`config.mk`:
```
export PLATFORM = sky130hd
export DESIGN_NAME = seq_shift_add_mult_flat
export DESIGN_NICKNAME = d
export VERILOG_FILES = /design/src/rtl/seq_shift_add_mult_if.sv /design/src/rtl/seq_shift_add_mult.sv /design/src/flat_wrapper.sv
export SDC_FILE = /design/constraint.sdc
export NUM_CORES = 1
export LEC_CHECK = 0
export CELL_PAD_IN_SITES_DETAIL_PLACEMENT = 2
export CELL_PAD_IN_SITES_GLOBAL_PLACEMENT = 2
export CORE_UTILIZATION = 34
export CTS_BUF_LIST = sky130_fd_sc_hd__clkbuf_4 sky130_fd_sc_hd__clkbuf_8
export CTS_CLUSTER_DIAMETER = 80
export DETAILED_ROUTE_END_ITERATION = 8
export PLACE_DENSITY_LB_ADDON = 0.25
export SYNTH_ARGS = -nofsm -noshare
export SYNTH_HDL_FRONTEND = slang
export SYNTH_SLANG_ARGS = --single-unit
```
`constraint.sdc`:
```
create_clock -name clk -period 6.6 [get_ports clk]
set_input_delay 0.66 -clock clk [delete_from_list [all_inputs] [get_ports clk]]
set_output_delay 0.66 -clock clk [all_outputs]
set_load 0.01 [all_outputs]
```
`src/rtl/seq_shift_add_mult_if.sv`:
```
// seq_shift_add_mult_if: start/ready/done handshake and operand/result bus for the shift-add multiplier
interface seq_shift_add_mult_if #(parameter int WIDTH = 4);
  localparam int CNT_W = $clog2(WIDTH + 1);
  logic               start;
  logic               signed_mode;
  logic [WIDTH-1:0]   a;
  logic [WIDTH-1:0]   b;
  logic               ready;
  logic               done;
  logic [CNT_W-1:0]   busy_cnt;
  logic [2*WIDTH-1:0] product;
  modport master (output start, signed_mode, a, b, input ready, done, busy_cnt, product);
  modport slave (input start, signed_mode, a, b, output ready, done, busy_cnt, product);
endinterface

```
`src/rtl/seq_shift_add_mult.sv`:
```
// seq_shift_add_mult: sequential shift-add multiplier, unsigned or two's-complement, one bit per cycle
module seq_shift_add_mult #(parameter int WIDTH = 4) (
  input logic clk,
  input logic rst_n,
  seq_shift_add_mult_if.slave bus
);
  localparam int CNT_W = $clog2(WIDTH + 1);
  typedef enum logic {IDLE, RUN} state_t;
  state_t             r_state;
  logic [WIDTH-1:0]   r_mcand;
  logic               r_mode;
  logic [2*WIDTH-1:0] r_prod;
  logic [CNT_W-1:0]   r_cnt;
  logic               r_done;
  logic [WIDTH-1:0]   w_hi;
  logic [WIDTH:0]     w_hi_x;
  logic [WIDTH:0]     w_add;
  logic [WIDTH:0]     w_sum;
  logic               w_last;
  assign w_hi   = r_prod[2*WIDTH-1:WIDTH];
  assign w_hi_x = {r_mode & w_hi[WIDTH-1], w_hi};
  assign w_add  = r_prod[0] ? {r_mode & r_mcand[WIDTH-1], r_mcand} : '0;
  assign w_last = r_cnt == CNT_W'(1);
  // the multiplier sign bit carries negative weight, so the last signed step subtracts
  assign w_sum  = (w_last && r_mode) ? w_hi_x - w_add : w_hi_x + w_add;
  always_ff @(posedge clk or negedge rst_n) begin
    if (!rst_n) begin
      r_state <= IDLE;
      r_mcand <= '0;
      r_mode  <= 1'b0;
      r_prod  <= '0;
      r_cnt   <= '0;
      r_done  <= 1'b0;
    end else begin
      r_done <= 1'b0;
      if (r_state == IDLE) begin
        if (bus.start) begin
          r_mcand <= bus.a;
          r_mode  <= bus.signed_mode;
          r_prod  <= {{WIDTH{1'b0}}, bus.b};
          r_cnt   <= CNT_W'(WIDTH);
          r_state <= RUN;
        end
      end else begin
        r_prod <= {w_sum, r_prod[WIDTH-1:1]};
        r_cnt  <= r_cnt - 1'b1;
        if (w_last) begin
          r_state <= IDLE;
          r_done  <= 1'b1;
        end
      end
    end
  end
  assign bus.ready    = r_state == IDLE;
  assign bus.done     = r_done;
  assign bus.busy_cnt = r_cnt;
  assign bus.product  = r_prod;
endmodule

```
`src/flat_wrapper.sv`:
```
// flat-port wrapper written by rule: the top's interface ports become plain ports
module seq_shift_add_mult_flat 
#(parameter int WIDTH = 4)
  (clk, rst_n, bus_start, bus_signed_mode, bus_a, bus_b, bus_ready, bus_done, bus_busy_cnt, bus_product);
  seq_shift_add_mult_if #(.WIDTH(WIDTH)) bus_i ();
  input logic clk;
  input logic rst_n;
  input wire logic [$bits(bus_i.start)-1:0] bus_start;
  input wire logic [$bits(bus_i.signed_mode)-1:0] bus_signed_mode;
  input wire logic [$bits(bus_i.a)-1:0] bus_a;
  input wire logic [$bits(bus_i.b)-1:0] bus_b;
  output wire logic [$bits(bus_i.ready)-1:0] bus_ready;
  output wire logic [$bits(bus_i.done)-1:0] bus_done;
  output wire logic [$bits(bus_i.busy_cnt)-1:0] bus_busy_cnt;
  output wire logic [$bits(bus_i.product)-1:0] bus_product;
  assign bus_i.start = bus_start;
  assign bus_i.signed_mode = bus_signed_mode;
  assign bus_i.a = bus_a;
  assign bus_i.b = bus_b;
  assign bus_ready = bus_i.ready;
  assign bus_done = bus_i.done;
  assign bus_busy_cnt = bus_i.busy_cnt;
  assign bus_product = bus_i.product;
  seq_shift_add_mult #(.WIDTH(WIDTH)) u_core (.clk(clk), .rst_n(rst_n), .bus(bus_i));
endmodule
```
==> results of run 1 <==
[power groups by stage]
stage                     Combinational, mW  Clock, mW  Sequential [mW]
after global routing                  0.530     0.0767            0.255
after global placement                0.446          0            0.243
final                                 0.475     0.0705            0.245
after detailed placement              0.481          0            0.249
after floorplan                       0.313          0            0.238
after CTS                             0.485     0.0732            0.246
[sequential cells by signal (all words and copies together), names as in the netlist]
name / cells
u_core.r_mcand: 4
u_core.bus.busy_cnt: 3
u_core.r_mode: 1
u_core.bus.done: 1
u_core.bus.product: 8
u_core.r_state: 1
[routing by layer]
layer	vias to the layer above	wire [um]	GRT usage, %
li1	389	-	-
met1	401	1120	21.8
met2	15	1380	32.4
met3	4	72	2.27
met4	0	29	5.23
met5	-	0	0
[logic make-up (layout without fill, tap and decap cells)]
logic type | count (synthesis) | in the layout | share of synthesized area, %
buffers and inverters | 9 | 34 | 4.35
XOR/XNOR | 6 | 6 | 5.07
AND/OR/NAND/NOR | 26 | 26 | 13.3
AO/OA/AOI/OAI | 22 | 22 | 14.1
multiplexers | 9 | 9 | 9.30
adder cells (fa/ha/maj) | 8 | 8 | 10.4
flip-flops | 18 | 18 | 43.5
[through the flow]
step	util, %	setup slack (ns)	std cells	total power [mW]	cell area (um2)
after floorplan	-	4.18	98	0.551	1040
after global placement	45.7	4.12	150	0.689	1290
after detailed placement	45.7	3.95	150	0.730	1290
after CTS	47.0	3.91	154	0.804	1330
after global routing	47.0	3.78	154	0.862	1330
final	47.0	3.94	154	0.790	1330
[critical path: cells and delay by family, from the launching register on]
family                     cells  cell delay [ns]
AOI/OAI and AO/OA              4             0.80
and+or+nand+nor                4             0.60
adders and majority gates      2             0.58
DFF                            1             0.41
buffers and inverters          1             0.09
muxes                          1             0.06
[synth_stat cells]
cell type,count
xor2_1,3
fa_1,1
mux2i_1,4
a21oi_2,2
nor2_1,3
buf_6,1
mux2_2,5
dfrtp_1,18
nand4b_1,1
a21o_1,2
nor3_1,1
clkbuf_1,1
or2b_2,1
buf_4,1
a21oi_1,6
nor2b_4,1
a211oi_1,1
and2b_1,1
a221o_1,1
and3_2,1
o22ai_1,1
nor2b_1,2
o221ai_2,1
or3_1,1
and2_2,1
xnor2_1,3
ha_1,7
nand2_1,13
o31ai_1,2
o21ai_0,6
inv_1,6
[path summary, 6_finish.rpt]
path / to / slack, ns / cells after the start
worst max-delay path: u_core.bus.product[7]$_DFFE_PN0P_ / 3.94 / 12
worst min-delay path: u_core.bus.busy_cnt[0]$_DFFE_PN0P_ / 0.54 / 1
worst max register to register: u_core.bus.product[7]$_DFFE_PN0P_ / 3.94 / 12
worst min register to register: u_core.bus.busy_cnt[0]$_DFFE_PN0P_ / 0.54 / 1
max in group asynchronous: u_core.r_mode$_DFFE_PN0P_ / 5.23 / 1
min in group asynchronous: u_core.bus.product[2]$_DFFE_PN0P_ / 0.84 / 1
[area by class of cell]
type	count	area (um2)
Multi-Input combinational cell	71	541
Timing Repair Buffer	24	240
Sequential cell	18	450
Inverter	6	22.5
Clock buffer	4	36.3
Tap cell	31	38.8
Fill cell	305	1500
==> summary by stage, run 1 <==
Clock network
Gates resized during post-CTS repair numbered 0. The TritonCTS buffer count is 3. The CTS sink count is 18. The root buffer cell chosen for the clock tree is clkbuf_4. Counting along the longest clock path gives a buffer depth of 2. The number of levels the H-tree was split into is 1. Post-CTS timing repair inserted 0 buffers for setup. Clock latency on the worst-skew pair, taken at its later pin, is 0.30 ns. TritonCTS built the clock tree. The cts-stage hold buffer count is 0. After clock tree synthesis, the clock-pin slew on the worst setup and hold paths is 0.11 ns.

Die
The die covers 3270 um2. The die extent in x is 57.2 um. The floorplan step set the die height to 57.2 um. The core area is 2830 um2.

The initial core utilization is 36.6%. The number of top-level pins is 25. In this run the core area contains 19 standard-cell rows.

Placed design
The congestion estimate from routability-driven global placement came to 0.692. During placement, the flow inserted port buffers numbering 24. After legalization and detailed placement, the total HPWL measured 2.03 mm.

Critical path
The first element of the critical path is u_core.bus.busy_cnt[1]$_DFFE_PN0P_. The critical path is of the reg -> reg type. The maximum net fanout on the critical path is 5. STA puts the critical path data arrival time at 2.85 ns. The kind of start point of the critical path is a register. The data required time of the worst path is 6.79 ns.

The worst setup path is captured at a register. The cell with the biggest individual delay on the critical path is fa_1. The startpoint identified for the worst register-to-register timing path is u_core.bus.busy_cnt[1]$_DFFE_PN0P_. In this design, the critical path's most frequently occurring cell is a21oi_1. On the worst path, the slowest cell contributes a delay of 0.44 ns. Walking the worst path, the cells encountered are inv_1, ha_1, nor2b_4, nand2_1, nor2_1, a21oi_1, fa_1, a21o_1, a21oi_1, or2b_2, mux2i_1, a221o_1.

Power and ir drop
Net switching is 42.2% of the power. The switching power summed over all nets is 334 uW. The internal portion of total power is 456 uW. The part of the total power dissipated in sequential elements is 31.0%. The peak supply drop is 0.203 mV. Per report_power, the clock group accounts for 8.9% of the total.

The power density of the placed cells is 595 nW/um2. The share of total power in combinational logic is 60.1%. The leakage component of the power is 0.581 nW.

Route
The pre-antenna-repair detailed-routing pass consisted of 6 iterations. Across all layers, the routed design uses 809 vias. The detail-routed net length per standard cell is 16.9 um.

The number of remaining DRC errors is 1. The number of design-rule violations left by the first detailed-router iteration is 14. The average vias per placed instance is 5.25. The final wirelength is 2.60 mm. The detail route stage leaves a number of antenna-violating nets equal to 0.

Global routing
The global-route usage over all layers is 17.8%. The initial antenna violation count came to 0. For this run the aggregate overflow at the end of global routing stands at 0. The number of global-route vias before repair is 911. The pin count of the biggest net entering global routing is 19. The wire length of the first global-routing pass is 4.32 mm.

Timing
The worst hold slack after final layout is 0.541 ns. The pin slew with the least headroom to its limit is 0.860 ns. The portion of the clock cycle consumed by the worst path in the final layout is 40.3%. The count of final setup violators is 0. For this run, the top clock speed supported by timing is 376 MHz. After layout, the minimum clock period comes to 2.66 ns. The number of slew-limit violations in the final report is 0. The worst pin sits at a relative slew slack of 42.5%. Adding up every negative setup slack in the final design gives 0 ns.

The final worst clock skew is 0.00542 ns. The hold violation total from the final report is 0. Setup repair after global routing left no endpoint under its margin.

Synthesis
The net count of the mapped netlist is 118. The dominant cell type by area after synthesis is dfrtp_1. By area the synthesized netlist is led by dfrtp_1 (43%), ha_1 (8.5%), mux2_2 (5.4%), nand2_1 (4.7%), mux2i_1 (3.9%). Summed over its instances, the top area cell type makes up 43.5% of the synthesized netlist area. Dividing the synthesized area by the synthesized cell count gives 10.6 um2.

Sequential elements use 43.5% of the synthesized area. The number of different library cells used by synthesis comes to 31. After technology mapping, the gate count stands at 98. The synthesized design contains 18 register bits.

The synthesis warning total is 0. The total standard cell area after synthesis is 1040 um2.

Min path
The startpoint of the worst hold path is u_core.bus.busy_cnt[0]$_DFFE_PN0P_. In this run the worst hold path is classified as reg -> reg.

Layout
In the layout the commonest cells are clkdlybuf4s50_1 (24), dfrtp_1 (18), nand2_1 (13), ha_1 (7). The share of post-route cells with drive strength above 1 is 13.0%. At the end of the flow, the number of nets in the layout was 144. The layout overhead on the synthesized area is 28.3%. The number of inserted diodes is 0. The leading cell type in the layout, fill and taps excluded is clkdlybuf4s50_1.

Job
The max-cap check violation count is 0.

Status
The checks that failed: design-rule violations. The flow ran to the end, but the final reports show violations.
No activity file was read; power rests on OpenSTA's default activity.
==> run 2, diff against run 1 <==
--- a/config.mk
+++ b/config.mk
@@ -7,7 +7,7 @@
 export LEC_CHECK = 0
 export CELL_PAD_IN_SITES_DETAIL_PLACEMENT = 2
 export CELL_PAD_IN_SITES_GLOBAL_PLACEMENT = 2
-export CORE_UTILIZATION = 34
+export CORE_UTILIZATION = 31
 export CTS_BUF_LIST = sky130_fd_sc_hd__clkbuf_4 sky130_fd_sc_hd__clkbuf_8
 export CTS_CLUSTER_DIAMETER = 80
 export DETAILED_ROUTE_END_ITERATION = 8
==> constraint.sdc (replaced) <==
create_clock -name clk -period 2.55 [get_ports clk]
set_input_delay 0.255 -clock clk [delete_from_list [all_inputs] [get_ports clk]]
set_output_delay 0.255 -clock clk [all_outputs]
set_load 0.01 [all_outputs]
==> summary by stage, run 2 (same netlist as run 1, synthesis figures left out) <==
Global routing
The global-route usage over all layers came to 18.1% (was 17.8%). The initial antenna violation count was 0 (unchanged). The pin count of the biggest net entering global routing is 19 (unchanged). The wire length of the first global-routing pass came to 4.66 mm (was 4.32 mm). The number of global-route vias before repair is 978 (was 911). The global-route congestion overflow total is 0 (unchanged).

Critical path
The cell with the biggest individual delay on the critical path is dfrtp_1 (was fa_1). The kind of start point of the critical path is a register (unchanged). The worst path buffer plus inverter count came to 1 (unchanged). The most frequent cell on the critical path is a21oi_2 (was a21oi_1).

The critical path endpoint category is a register (unchanged). The longest individual stage delay on the worst path came to 0.42 ns (was 0.44 ns). The data required time of the worst path is 2.74 ns (was 6.79 ns). The worst endpoint data arrival time is 2.64 ns (was 2.85 ns).

The cell class contributing the biggest share of worst-path delay is compound AO/OA/AOI/OAI gates (unchanged). Critical Path, Cell by Cell: inv_2, ha_4, nor2b_4, nand2_2, nor2_2, a21oi_2, fa_2, a21o_1, a21oi_2, or2b_4, mux2i_1, a221o_1 (was inv_1, ha_1, nor2b_4, nand2_1, nor2_1, a21oi_1, fa_1, a21o_1, a21oi_1, or2b_2, mux2i_1, a221o_1). The kind of critical path is reg -> reg (unchanged). The maximum net fanout on the critical path was 4 (was 5).

Timing
The minimum period implied by the final worst setup slack is 2.45 ns (was 2.66 ns). The maximum frequency from static timing analysis is 409 MHz (was 376 MHz). The number of slew-limit violations in the final report is 0 (unchanged).

The hold violation total from the final report is 0 (unchanged). The portion of the clock cycle consumed by the worst path in the final layout came to 95.9% (was 40.3%). The final worst clock skew came to 0.00240 ns (was 0.00542 ns). The worst slew margin relative to its limit was 45.6% (was 42.5%). The setup slack after layout was 0.104 ns (was 3.94 ns). The pin slew with the least headroom to its limit came to 0.814 ns (was 0.860 ns). The count of final setup violators is 0 (unchanged).

Route
The number of detailed-route iterations in the first pass is 4 (was 6). The number of design-rule violations left by the first detailed-router iteration is 3 (was 14). The number of antenna-violating nets in the routed design is 0 (unchanged).

The routed length on met2 is 1.50 mm (was 1.38 mm). The number of remaining DRC errors is 0 (was 1). The met3 wire length is 92 um (was 72 um). The final wirelength came to 2.83 mm (was 2.60 mm). The total number of vias was 837 (was 809). The detail-routed net length per standard cell is 16.3 um (was 16.9 um). The average vias per placed instance is 4.84 (was 5.25).

The uppermost signal routing layer after detailed routing was met4 (unchanged). The post-route met1 wirelength is 1.22 mm (was 1.12 mm).

Layout
The design area came to 1420 um2 (was 1330 um2). The register area is 452 um2 (was 450 um2). The number of flip-flops in the largest register is 8 (unchanged). The leading cell type in the layout, fill and taps excluded was clkdlybuf4s50_1 (unchanged). The fill cell instance count of the final layout is 349 (was 305). The area used by multi-input combinational logic came to 578 um2 (was 541 um2). The layout overhead on the synthesized area is 37.3% (was 28.3%). The net total in the final layout is 151 (was 144). Commonest cells after routing, fill and taps aside: clkdlybuf4s50_1 (24), dfrtp_1 (17), nand2_1 (12), buf_4 (7) (was clkdlybuf4s50_1 (24), dfrtp_1 (18), nand2_1 (13), ha_1 (7)). The number of inserted diodes was 0 (unchanged). The share of post-route cells with drive strength above 1 was 23.3% (was 13.0%).

Placed design
The setup slack at placement is -0.143 ns (was 3.95 ns). The area of placed instances is 1330 um2 (was 1290 um2). The placed wire-length estimate is 2.04 mm (was 2.03 mm). The port buffer count was 24 (unchanged).

The final weighted congestion in routability-driven placement is 0.699 (was 0.692).

Power and ir drop
The switching power summed over all nets is 921 uW (was 334 uW). The part of the total power dissipated in the clock network was 6.6% (was 8.9%). The part of the total power dissipated in sequential elements is 27.8% (was 31.0%). The power density of the placed cells was 1540 nW/um2 (was 595 nW/um2).

The switching part of the total power is 42.0% (was 42.2%). The leakage component of the power is 0.609 nW (was 0.581 nW). The share of total power in combinational logic came to 65.7% (was 60.1%). The peak supply drop was 0.466 mV (was 0.203 mV). The internal portion of total power is 1.27 mW (was 456 uW).

Min path
The worst min-delay path class is in -> async (was reg -> reg).

Clock network
The buffer cell driving the clock tree root is clkbuf_4 (unchanged). The clock insertion delay at the later pin of the skew report is 0.29 ns (was 0.30 ns). The TritonCTS clock tree is built (unchanged). The number of levels the H-tree was split into is 1 (unchanged). The deepest clock path buffer count is 2 (unchanged).

The CTS sink count is 18 (unchanged). The clock-pin slew of the registers on the worst-case setup and hold paths is 0.10 ns (was 0.11 ns). The TritonCTS buffer count is 3 (unchanged).

Die
The area of the die is 3580 um2 (was 3270 um2). The initial core utilization is 33.4% (was 36.6%). The die boundary height is 59.8 um (was 57.2 um). The die extent in x is 59.8 um (was 57.2 um).

The number of top-level pins came to 25 (unchanged). The number of rows in the core area is 20 (was 19). The core area is 3100 um2 (was 2830 um2).

Job
The max-cap check violation count is 0 (unchanged).

Status
Status: complete, no violations (was finished, violations left).
[run 2: final cells by class]
type | count | share of cell area, %
Sequential cell | 18 | 31.8
Timing Repair Buffer | 31 | 20.6
Clock buffer | 3 | 1.58
Tap cell | 44 | 3.87
Multi-Input combinational cell | 71 | 40.6
Inverter | 6 | 1.58
[run 2: what timing repair did]
action,in CTS,in global routing
setup endpoints to repair,1,1
hold endpoints to repair,0,0
hold buffers,0,0
buffers inserted,1,3
gates resized for setup,2,9
pin swaps,1,4
[run 2: path summary, 6_finish.rpt]
check,endpoint,cells after the start,from,slack [ns]
max in group asynchronous,u_core.bus.busy_cnt[0]$_DFFE_PN0P_,1,rst_n,1.57
min in group clk,u_core.bus.product[6]$_DFFE_PN0P_,2,u_core.bus.product[6]$_DFFE_PN0P_,0.53
hold / removal,u_core.bus.product[2]$_DFFE_PN0P_,1,rst_n,0.42
setup / recovery,u_core.bus.product[7]$_DFFE_PN0P_,12,u_core.bus.busy_cnt[1]$_DFFE_PN0P_,0.10
hold reg to reg,u_core.bus.product[6]$_DFFE_PN0P_,2,u_core.bus.product[6]$_DFFE_PN0P_,0.53
setup reg to reg,u_core.bus.product[7]$_DFFE_PN0P_,12,u_core.bus.busy_cnt[1]$_DFFE_PN0P_,0.10
[run 2: layer usage]
| layer | global-route usage [%] | vias up |
|---|---|---|
| li1 | - | 401 |
| met1 | 21.3 | 415 |
| met2 | 33.2 | 19 |
| met3 | 4.55 | 2 |
| met4 | 2.99 | 0 |
| met5 | 0 | - |
[run 2: stage by stage]
| step | std cells | utilization, % | total power [mW] | TNS [ns] | hold slack, ns |
|---|---|---|---|---|---|
| finish | 173 | 45.8 | 2.19 | 0 | 0.420 |
| global placement | 166 | 42.9 | 1.81 | 0 | 0.487 |
| detailed placement | 166 | 42.9 | 1.91 | -0.143 | 0.518 |
| CTS | 170 | 44.1 | 2.12 | 0 | 0.458 |
| floorplan | 98 | - | 1.43 | 0 | -0.0406 |
| global route | 173 | 45.8 | 2.41 | -0.0299 | 0.486 |
[run 2: worst register-to-register path: cells and delay by family, from the launching register on]
kind                       cells  cell delay (ns)
AOI/OAI and AO/OA              4             0.69
and+or+nand+nor                4             0.61
adders and majority gates      2             0.49
DFF                            1             0.42
buffers and inverters          1             0.09
muxes                          1             0.06
[run 2: power groups by stage]
stage | Clock [mW] | Sequential, mW | Combinational [mW]
3_3_place_gp | 0 | 0.589 | 1.23
5_1_grt | 0.163 | 0.637 | 1.61
6_report | 0.144 | 0.609 | 1.44
3_5_place_dp | 0 | 0.606 | 1.30
2_1_floorplan | 0 | 0.615 | 0.811
4_1_cts | 0.152 | 0.600 | 1.37
==> run 3, diff against run 2 <==
--- a/config.mk
+++ b/config.mk
@@ -5,6 +5,7 @@
 export SDC_FILE = /design/constraint.sdc
 export NUM_CORES = 1
 export LEC_CHECK = 0
+export CAP_MARGIN = 20
 export CELL_PAD_IN_SITES_DETAIL_PLACEMENT = 2
 export CELL_PAD_IN_SITES_GLOBAL_PLACEMENT = 2
 export CORE_UTILIZATION = 31
@@ -15,3 +16,4 @@
 export SYNTH_ARGS = -nofsm -noshare
 export SYNTH_HDL_FRONTEND = slang
 export SYNTH_SLANG_ARGS = --single-unit
+export TNS_END_PERCENT = 5
==> results of run 3 <==
The final DEF is identical to that of run 2; final timing and power are the same.
